[config.mk]
export PLATFORM = sky130hd
export DESIGN_NAME = axis_pkt_arbiter
export DESIGN_NICKNAME = d
export VERILOG_FILES = /design/src/rtl/axis_pkt_arbiter.sv
export SDC_FILE = /design/constraint.sdc
export NUM_CORES = 1
export LEC_CHECK = 0
export CAP_MARGIN = 5
export CORE_MARGIN = 2
export CORE_UTILIZATION = 25
export DETAILED_ROUTE_END_ITERATION = 8
export PLACE_DENSITY = 0.88
export SLEW_MARGIN = 10
export SYNTH_ARGS = -nofsm -noshare
export SYNTH_HDL_FRONTEND = slang
export SYNTH_SLANG_ARGS = --single-unit
export TNS_END_PERCENT = 5
[constraint.sdc]
create_clock -name clk -period 2.2 [get_ports clk]
set_clock_uncertainty 0.1 [all_clocks]
set_input_delay 0.66 -clock clk [delete_from_list [all_inputs] [get_ports clk]]
set_output_delay 0.66 -clock clk [all_outputs]
set_load 0.02 [all_outputs]
[src/rtl/axis_pkt_arbiter.sv]
// axis_pkt_arbiter
//
// Packet-granular round-robin arbiter that shares one AXI-Stream consumer (the fsm_tkeep
// stage) between NS AXI-Stream sources. A source is picked while idle, then its beats are
// forwarded unmodified (zero-latency mux, no buffering) until the beat carrying tlast
// handshakes. Priority then rotates to the source after the one just served. Packets are
// never interleaved, and every packet is followed by one idle cycle.
//
// Parameters:
//   NS - number of source ports (2..16)
//   DW - tdata width per port
//   KW - tkeep width per port
//   IW - source-id width, derived as $clog2(NS)
//
// Ports:
//   clk       - clock, rising edge
//   rst       - asynchronous active-high reset
//   s_tvalid  - per-source valid                   [NS]
//   s_tdata   - per-source data, source i at [i*DW +: DW]
//   s_tkeep   - per-source keep, source i at [i*KW +: KW]
//   s_tlast   - per-source end of packet           [NS]
//   s_tready  - per-source ready, at most one bit high
//   m_tvalid  - valid towards fsm_tkeep
//   m_tdata   - data towards fsm_tkeep
//   m_tkeep   - keep towards fsm_tkeep
//   m_tlast   - last towards fsm_tkeep
//   m_tid     - index of the granted (or last granted) source
//   m_tready  - ready from fsm_tkeep

module axis_pkt_arbiter #(
  parameter int unsigned NS = 4,
  parameter int unsigned DW = 16,
  parameter int unsigned KW = 8,
  localparam int unsigned IW = $clog2(NS)
) (
  input  logic             clk,
  input  logic             rst,
  input  logic [NS-1:0]    s_tvalid,
  input  logic [NS*DW-1:0] s_tdata,
  input  logic [NS*KW-1:0] s_tkeep,
  input  logic [NS-1:0]    s_tlast,
  output logic [NS-1:0]    s_tready,
  output logic             m_tvalid,
  output logic [DW-1:0]    m_tdata,
  output logic [KW-1:0]    m_tkeep,
  output logic             m_tlast,
  output logic [IW-1:0]    m_tid,
  input  logic             m_tready
);

  localparam logic [0:0] StIdle = 1'b0;
  localparam logic [0:0] StBusy = 1'b1;

  logic [0:0]    state_q, state_d;
  logic [IW-1:0] grant_q, grant_d;
  logic [IW-1:0] ptr_q,   ptr_d;

  logic          any_req;
  logic [IW-1:0] winner;
  logic [IW-1:0] cand;
  logic [IW-1:0] ptr_inc;
  logic          last_fire;

  // (base + off) mod NS without a divider; base < NS and off < NS, so one subtract suffices.
  // The extra sum bit keeps the compare exact when NS is a power of two.
  function automatic logic [IW-1:0] wrap_add(input logic [IW-1:0] base,
                                             input int unsigned off);
    logic [IW:0] sum;
    sum = {1'b0, base} + (IW+1)'(off);
    if (sum >= (IW+1)'(NS)) begin
      sum = sum - (IW+1)'(NS);
    end
    return sum[IW-1:0];
  endfunction

  // First requesting source at or after ptr, searching upward and wrapping at NS.
  always_comb begin
    any_req = 1'b0;
    winner  = ptr_q;
    cand    = '0;
    for (int unsigned k = 0; k < NS; k++) begin
      cand = wrap_add(ptr_q, k);
      if (!any_req && s_tvalid[cand]) begin
        any_req = 1'b1;
        winner  = cand;
      end
    end
  end

  // Explicit wrap so ptr never reaches NS for non-power-of-two port counts.
  always_comb begin
    if (grant_q == IW'(NS - 1)) begin
      ptr_inc = '0;
    end else begin
      ptr_inc = grant_q + 1'b1;
    end
  end

  // Zero-latency datapath from the granted source; data/keep/last are don't-care when idle.
  always_comb begin
    m_tdata  = s_tdata[grant_q*DW +: DW];
    m_tkeep  = s_tkeep[grant_q*KW +: KW];
    m_tlast  = s_tlast[grant_q];
    m_tvalid = (state_q == StBusy) && s_tvalid[grant_q];
    m_tid    = grant_q;
  end

  // Only the granted source ever sees ready, and only while a packet is in progress.
  always_comb begin
    s_tready = '0;
    if (state_q == StBusy) begin
      s_tready[grant_q] = m_tready;
    end
  end

  assign last_fire = m_tvalid && m_tready && m_tlast;

  always_comb begin
    state_d = state_q;
    grant_d = grant_q;
    ptr_d   = ptr_q;
    case (state_q)
      StIdle: begin
        if (any_req) begin
          grant_d = winner;
          state_d = StBusy;
        end
      end
      StBusy: begin
        // Hold the grant through source stalls and backpressure; release only on tlast.
        if (last_fire) begin
          state_d = StIdle;
          ptr_d   = ptr_inc;
        end
      end
      default: begin
        state_d = StIdle;
      end
    endcase
  end

  always_ff @(posedge clk or posedge rst) begin
    if (rst) begin
      state_q <= StIdle;
      grant_q <= '0;
      ptr_q   <= '0;
    end else begin
      state_q <= state_d;
      grant_q <= grant_d;
      ptr_q   <= ptr_d;
    end
  end

endmodule

# Word level (Yosys, flattened, before mapping)

Index checks and enable logic that the tools add are counted.

Word-level logic and storage cells: 69
Bits in registers: 5
Output and inout port bits: 32

Shifts and indexed selects: 2
Order comparisons: 10
Bitwise operators: 2
Add/sub/neg operators: 8
Equality and inequality tests: 1
Reduce and logical (&&, ||, !) cells: 12
Multiplexer cells: 31

Operators with widths:

| kind                                                                  | number |
|---|---|
| 64-bit by 7-bit variable part select with 16-bit output               | 1 |
| 32-bit by 6-bit variable part select with 8-bit output                | 1 |
| 2-bit 2-to-1 mux                                                      | 9 |
| 2-bit by 3-bit < comparator with 1-bit output, second input constant  | 5 |
| 1-bit 2-to-1 mux                                                      | 13 |
| 1-bit binary-select mux with 2-bit select                             | 6 |
| 3-bit >= comparator, second input constant                            | 3 |
| 2-bit by 1-bit subtractor with 2-bit output, second input constant    | 4 |
| 1-bit logical AND                                                     | 7 |
| 2-bit by 2-bit adder with 3-bit output, second input constant         | 2 |
| 4-bit bitwise AND                                                     | 1 |
| 4-bit 2-to-1 mux                                                      | 1 |
| 2-bit AND reduction                                                   | 2 |
| 2-bit by 1-bit adder with 3-bit output, second input constant         | 1 |
| 2-bit by 3-bit >= comparator with 1-bit output, second input constant | 1 |
| 1-bit zero test                                                       | 3 |
| 2-bit by 1-bit adder with 2-bit output, second input constant         | 1 |
| 1-bit demux with 2-bit select                                         | 1 |
| 2-bit equality test, second input constant                            | 1 |
| 2-bit by 1-bit >= comparator with 1-bit output, second input constant | 1 |
| 1-bit case mux with 2 select lines                                    | 1 |
| 1-bit NOT                                                             | 1 |

# Longest topological paths before layout

Gate-level depths: netlist of the first run.

Depth after elaboration: 16
Mapped depth: 5

# Worst setup path after synthesis of the first run

Ideal clock, no wire load.

Path kind: register -> output
From: register grant_q[0] (netlist: m_tid[0])
To: output m_tdata[11]
Slack: -0.145 ns
Arrival time: 1.585 ns
Data required time: 1.440 ns
Buffers on the path: 2
Stages on the path, launching flop included: 4
Path through: dfrtp_1 > buf_6 > buf_2 > mux4_2

Longest elaborated chain between the ends: 1

RTL lines:

| what                                                    | RTL line | source |
|---|---|---|
| start, declared                                         | 55       | `logic [IW-1:0] grant_q, grant_d;` |
| start signal, assigned                                  | 149      | `grant_q <= grant_d;` |
| 64-bit by 7-bit variable part select with 16-bit output | 101      | `m_tdata = s_tdata[grant_q*DW +: DW];` |
| end, declared                                           | 44       | `output logic [DW-1:0] m_tdata,` |

No other way between the ends.

# Worst setup path in the final report of the first run

From: register grant_q[0] (netlist: m_tid[0])
To: output m_tlast

Longest elaborated chain between the ends: 2

RTL lines:

| what                                      | RTL line | source |
|---|---|---|
| 1-bit binary-select mux with 2-bit select | 103      | `m_tlast = s_tlast[grant_q];` |
| 1-bit 2-to-1 mux (implied by the code)    | 103      |  |
| end, declared                             | 46       | `output logic m_tlast,` |

No other way between the ends. The select of a mux whose other input is x is not followed.

==> results of run 1 <==
worst min-delay path, stage by stage, from the launching register on:
cell and delay, ns:
dfrtp_1 0.39, nand2_1 0.06, o31ai_1 0.06
worst max path at each step:
stage                      startpoint           to  slack, ns  cells past startpoint
after floorplan              m_tid[0]  m_tdata[11]      -0.05                      3
after CTS                    m_tid[0]      m_tlast      -0.14                      4
final                        m_tid[0]      m_tlast      -0.12                      4
after global routing         m_tid[0]      m_tlast      -0.18                      4
after detailed placement  s_tvalid[3]     m_tvalid      -0.87                      4
after global placement    s_tvalid[3]     m_tvalid      -0.86                      4
cells in the final DEF, fill, tap and decap left out, drive strengths merged:
cell type and count:
dlygate4sd2 99, buf 55, mux4 26, inv 7
dfrtp 5, and3 4, ha 4, clkbuf 4
nor2 3, clkdlybuf4s15 3, a21oi 2, clkdlybuf4s50 2
nand4 1, mux2 1, nor4 1, nor2b 1
o21ai 1, nand2b 1, nor3 1, a211o 1
a31oi 1, and2 1, a21boi 1, a221oi 1
o32ai 1, nand2 1, o31ai 1, bufbuf 1
registers in the layout, summed over array words and instances, names as in the netlist:
name	cells
ptr_q	2
m_tid	2
state_q	1
area by class of cell:
| cell class | count | area [um2] |
|---|---|---|
| clock buffers | 4 | 45.0 |
| fillers | 334 | 1180 |
| inverters | 7 | 26.3 |
| multi-input cells | 54 | 801 |
| flip-flops and latches | 5 | 128 |
| well taps | 48 | 60.1 |
| repair buffers | 160 | 1500 |
cell usage after synthesis (2+ instances only):
master,instances,area share [%]
mux4_2,22,50
ha_1,4,5.0
buf_2,3,1.5
a21oi_1,2,1.0
dfrtp_1,5,13
inv_1,7,2.6
and3_1,4,2.5
mux4_1,4,11
nor2_1,3,1.1
stage by stage:
| step | TNS (ns) | std cells | hold WS (ns) | util (%) |
|---|---|---|---|---|
| 2_1_floorplan | -0.736 | 72 | 0.339 | - |
| 3_3_place_gp | -19.27 | 269 | 0.429 | 68.3 |
| 3_5_place_dp | -19.69 | 269 | 0.433 | 68.3 |
| 4_1_cts | -2.68 | 278 | 0.444 | 68.1 |
| 5_1_grt | -3.69 | 278 | 0.476 | 68.4 |
| 6_report | -2.35 | 278 | 0.450 | 68.4 |
routing by layer:
layer  vias to the layer above  global-route usage (%)  share of wire (%)
met1                       646                    22.5                 32
li1                        627                       -                  -
met5                         -                       0                  0
met2                        89                    42.6                 57
met4                         0                    6.12                1.7
met3                        12                    6.76                9.2
what timing repair did:
action | CTS | global route
hold buffers | 0 | 0
endpoints found under the setup margin | 31 | 30
buffers inserted | 4 | 0
gates cloned | 1 | 0
resized for setup | 305 | 3
pin swaps | 0 | 1
report_power, final:
group / internal (uW) / leakage (uW) / switching [uW] / total, uW
sequential: 138 / 0.0000552 / 70.6 / 209
combinational: 1400 / 0.00118 / 1020 / 2420
clock: 124 / 0.0000228 / 46.2 / 171
cell families (layout without fill, tap and decap cells):
| family | count (synthesis) | in the layout |
|---|---|---|
| flip-flops | 5 | 5 |
| multiplexers | 27 | 27 |
| AO/OA/AOI/OAI | 9 | 9 |
| adder cells (fa/ha/maj) | 4 | 4 |
| AND/OR/NAND/NOR | 14 | 14 |
| buffers and inverters | 13 | 171 |
==> metrics.yaml, run 1 <==
setup_ws_ns: -0.121
synth-adder-area-share_pct: 5.03
arrival_ns: 1.56
min_from: "ptr_q[0]"
htreeDepth: 1
crit_path_end_kind: "output pin"
syn_area_um2: 996
clk_pin_slew_worst_paths_ns: 0.04
die_w_um: 67.1
hold_path.class: "register to register"
num_rows: 22
relSlewSlack_pct: 69.7
maxCapViolCount: 0
power.leakage_uw: 0.00125
place_ws_ns: -0.869
antenna_found_initial: 0
syn_nets: 183
grt_usage_pct: 22.0
fin_crit_ns: 2.32
slowest_delay_ns: 0.54
synth_compound_area_share_pct: 6.28
clk_latency_ns: 0.22
avgViaCountPerCell: 4.94
synth_seq_cells: 5
slowest_stage: "mux4_2"
synthDistinctLibCells: 27
yosysSeqAreaShare_pct: 12.6
setup_viol: 26
first_pass_iters: 4
grt_pass1_wl_mm: 7.18
reg2regPathDepth: 7
rr_endpoint: "ptr_q[1]"
vias: 1374
avgSynthCellArea_um2: 13.8
dpl.hpwl_mm: 4.27
synth_flop_cell: "dfrtp_1"
worstPathCellList: "buf_6, buf_12, mux4_2, buf_6"
grt_pass1_vias: 1527
drv_slew: 0
fin_nets: 342
cts_buffers: 3
muxShareOfSynthArea_pct: 61.8
cts.sinks: 5
synth-edff-count: 0
synth_top_family_by_area: "multiplexers"
cpMostUsedCell: "buf_6"
pin_count: 139
design_area_um2: 2560
status: "finished, violations left"
path_class: "register to output pin"
ant_nets: 0
cts_tree: "yes"
period_share_pct: 105
worstPathMaxFanout: 7
place.gp.congestion: 0.870
min_to: "ptr_q[0]"
syn_to_final_growth_pct: 157
synthArstFlopShare_pct: 100
violations: "negative setup slack"
power_uw: 2800
clock_path_buffers: 2
hold_viol: 0
grt_max_degree: 17
overflow: 0
synthCells: 72
start_kind: "register"
n_antenna_cell: 0
drt-total-wl_mm: 4.86
peakVddDrop_mv: 0.500
drive_above_1_share_pct: 40.0
placed_area_um2: 2560
fp.dieH_um: 67.1
cp_top_family: "multiplexers"
core_um2: 3740
dr.first_iter.drc_count: 51
synth_xor_area_share_pct: 0
drc: 0
die-area_um2: 4500
power_density_nw_per_um2: 1090
min_path_cells: 2
worst_pin_slew_ns: 0.451
fmax_ghz: 0.431
crit_buf_inv: 3
ys_warn_count: 0
io_buffers: 138
r2r_slack_ns: 0.12
yosys.area_share.simple_pct: 8.29
start_util_pct: 26.6
rsz0062_at_grt: "yes"
wl_per_cell_um: 17.5
r2r_start: "m_tid[0]"
worstPathRequired_ns: 1.44
cts_root_buffer: "clkbuf_8"
(Power assumes the default switching activity.)
==> run 2: changes to the inputs <==
CORE_AREA = 2 2 53 55   (was default)
CORE_MARGIN = default   (was 2)
CORE_UTILIZATION = default   (was 25)
DIE_AREA = 0 0 55 57   (was default)
DONT_BUFFER_PORTS = 1   (was default)
PLACE_DENSITY = 0.58   (was 0.88)
==> run 2 against run 1 <==
Against the previous run:
- final cell count down 60%
- non-clock buffer count down 150
- the run still ends with negative setup slack left
- worst setup slack better by 0.080 ns
- combinational power down 35%
- largest cell class is now multi-input gates
- routed wire length down 35%
- sequential share of layout area up 5.7 points
- core utilization down 23 points
- design area down 53%
- die area down 30%
==> metrics.yaml, run 2 (synthesized netlist as in run 1, its figures left out) <==
status: "finished, violations left"
violations: "negative setup slack"
die_w_um: 55  # -18%
num_rows: 19  # -14%
power_density_nw_per_um2: 1570  # +44%
slowest_delay_ns: 0.58  # +0.04 ns
fin_crit_ns: 2.24  # -0.0800 ns
dpl.hpwl_mm: 2.52  # -41%
clock_path_buffers: 2  # unchanged
grt_max_degree: 19  # +2
worstPathRequired_ns: 1.44  # about the same
mostFrequentLayoutCells: "mux4_2 (26), inv_1 (7), ha_1 (4)"
peakVddDrop_mv: 0.747  # +49%
final_common_cell: "mux4_2"
place.gp.congestion: 0.878  # +0.91%
n_antenna_cell: 0  # unchanged
dp.cells: 102  # -62%
grt_usage_pct: 17.5  # -4.5 points
setup_ws_ns: -0.0407  # +0.0800 ns
worstPathMaxFanout: 6  # -1
cp_top_family: "multiplexers"
utilization_pct: 45.7  # -23 points
syn_to_final_growth_pct: 20.1
start_util_pct: 38.1  # +11 points
hold_viol: 0  # unchanged
worst_pin_slew_ns: 0.394  # -0.0571 ns
wl_per_cell_um: 28.4  # +63%
ant_nets: 0  # unchanged
overflow: 0  # unchanged
nFillCells: 242  # -28%
first_pass_iters: 5  # +1
cts_tree: "yes"
placed_area_um2: 1060  # -58%
grt_pass1_vias: 832  # -46%
drc: 0  # unchanged
io_buffers: 0  # -100%
antenna_found_initial: 0  # unchanged
arrival_ns: 1.48  # -0.08 ns
worstPathCellList: "buf_12, clkbuf_16, mux4_2"
clk_pin_slew_worst_paths_ns: 0.05  # about the same
drt-total-wl_mm: 3.16  # -35%
cts_buffers: 3  # unchanged
vias: 815  # -41%
crit_path_end_kind: "output pin"
die-area_um2: 3140  # -30%
crit_buf_inv: 2  # -1
start_kind: "register"
drive_above_1_share_pct: 57.5  # +17 points
rsz0062_at_grt: "yes"
hold_path.class: "input pin to asynchronous set/reset pin"
cts.sinks: 5  # unchanged
htreeDepth: 1  # unchanged
power.leakage_uw: 0.000454  # -64%
drv_slew: 0  # unchanged
period_share_pct: 102  # -3.6 points
setup_tns_ns: -0.720  # +1.63 ns
setup_viol: 28  # +7.7%
design_area_um2: 1200  # -53%
relSlewSlack_pct: 73.5  # +3.8 points
maxCapViolCount: 0  # unchanged
clk_latency_ns: 0.24  # +0.02 ns
avgViaCountPerCell: 7.34  # +49%
cts_root_buffer: "clkbuf_4"
dr.first_iter.drc_count: 5  # -90%
path_class: "register to output pin"
stdcell_count: 111  # -60%
pin_count: 139  # unchanged
core_um2: 2620  # -30%
grt_pass1_wl_mm: 3.93  # -45%
fp.dieH_um: 57  # -15%
fin_nets: 192  # -44%
fmax_ghz: 0.446  # +3.6%
slowest_stage: "mux4_2"
## run 2: final timing paths
kind                           from    endpoint  slack, ns  depth (start not counted)
max                        m_tid[0]  m_tkeep[4]      -0.04                          3
min                             rst    ptr_q[1]       0.10                          1
max reg2reg                m_tid[0]    ptr_q[1]       0.27                          5
min reg2reg                ptr_q[0]    ptr_q[0]       0.51                          2
max in group asynchronous       rst    m_tid[1]       1.70                          1
min in group clk           ptr_q[0]    ptr_q[0]       0.51                          2
## run 2: timing repair
| action | 4_1_cts | 5_1_grt |
|---|---|---|
| hold buffers | 0 | 0 |
| buffers inserted | 0 | 2 |
| setup endpoints to repair | 29 | 29 |
| resized for setup | 6 | 6 |
| hold endpoints to repair | 0 | 0 |
| gates cloned | 0 | 3 |
## run 2: per-layer routing
layer | wire, um | up-vias | track usage (%)
met5 | 0 | - | 0
met1 | 1050 | 399 | 22.3
met4 | 49 | 0 | 5.23
li1 | - | 327 | -
met2 | 1680 | 85 | 29.1
met3 | 384 | 4 | 4.19
## run 2: where the power goes
group | internal, uW | switching (uW)
Clock | 68.5 | 37.5
Sequential | 138 | 69.6
Combinational | 751 | 814
## run 2: per-stage QoR
step                      setup WS (ns)  hold WS [ns]  total power, uW
final                           -0.0407         0.103             1880
after detailed placement         0.0627         0.356             1560
after CTS                       -0.0685        0.0965             1690
after global placement           0.0628         0.363             1540
after global routing            -0.0766         0.106             2000
after floorplan                 -0.0479         0.339             1360
## run 2: layout make-up
type	instances	area (um2)	area share, %
Clock buffer	4	26.3	2.20
Tap cell	31	38.8	3.24
Inverter	7	26.3	2.20
Timing Repair Buffer	10	169	14.1
Multi-Input combinational cell	54	808	67.6
Sequential cell	5	128	10.7
## run 2: worst register-to-register path: stages, from the launching register on
cell and delay [ns]:
dfrtp_2 0.37, buf_12 0.14, buf_12 0.13, mux4_2 0.59, nand4_2 0.18, mux2_4 0.31
==> run 3: changes to the inputs <==
CTS_CLUSTER_SIZE = 10   (was default)
==> results of run 3 <==
No change in the layout: final DEF, timing and power equal those of run 2.
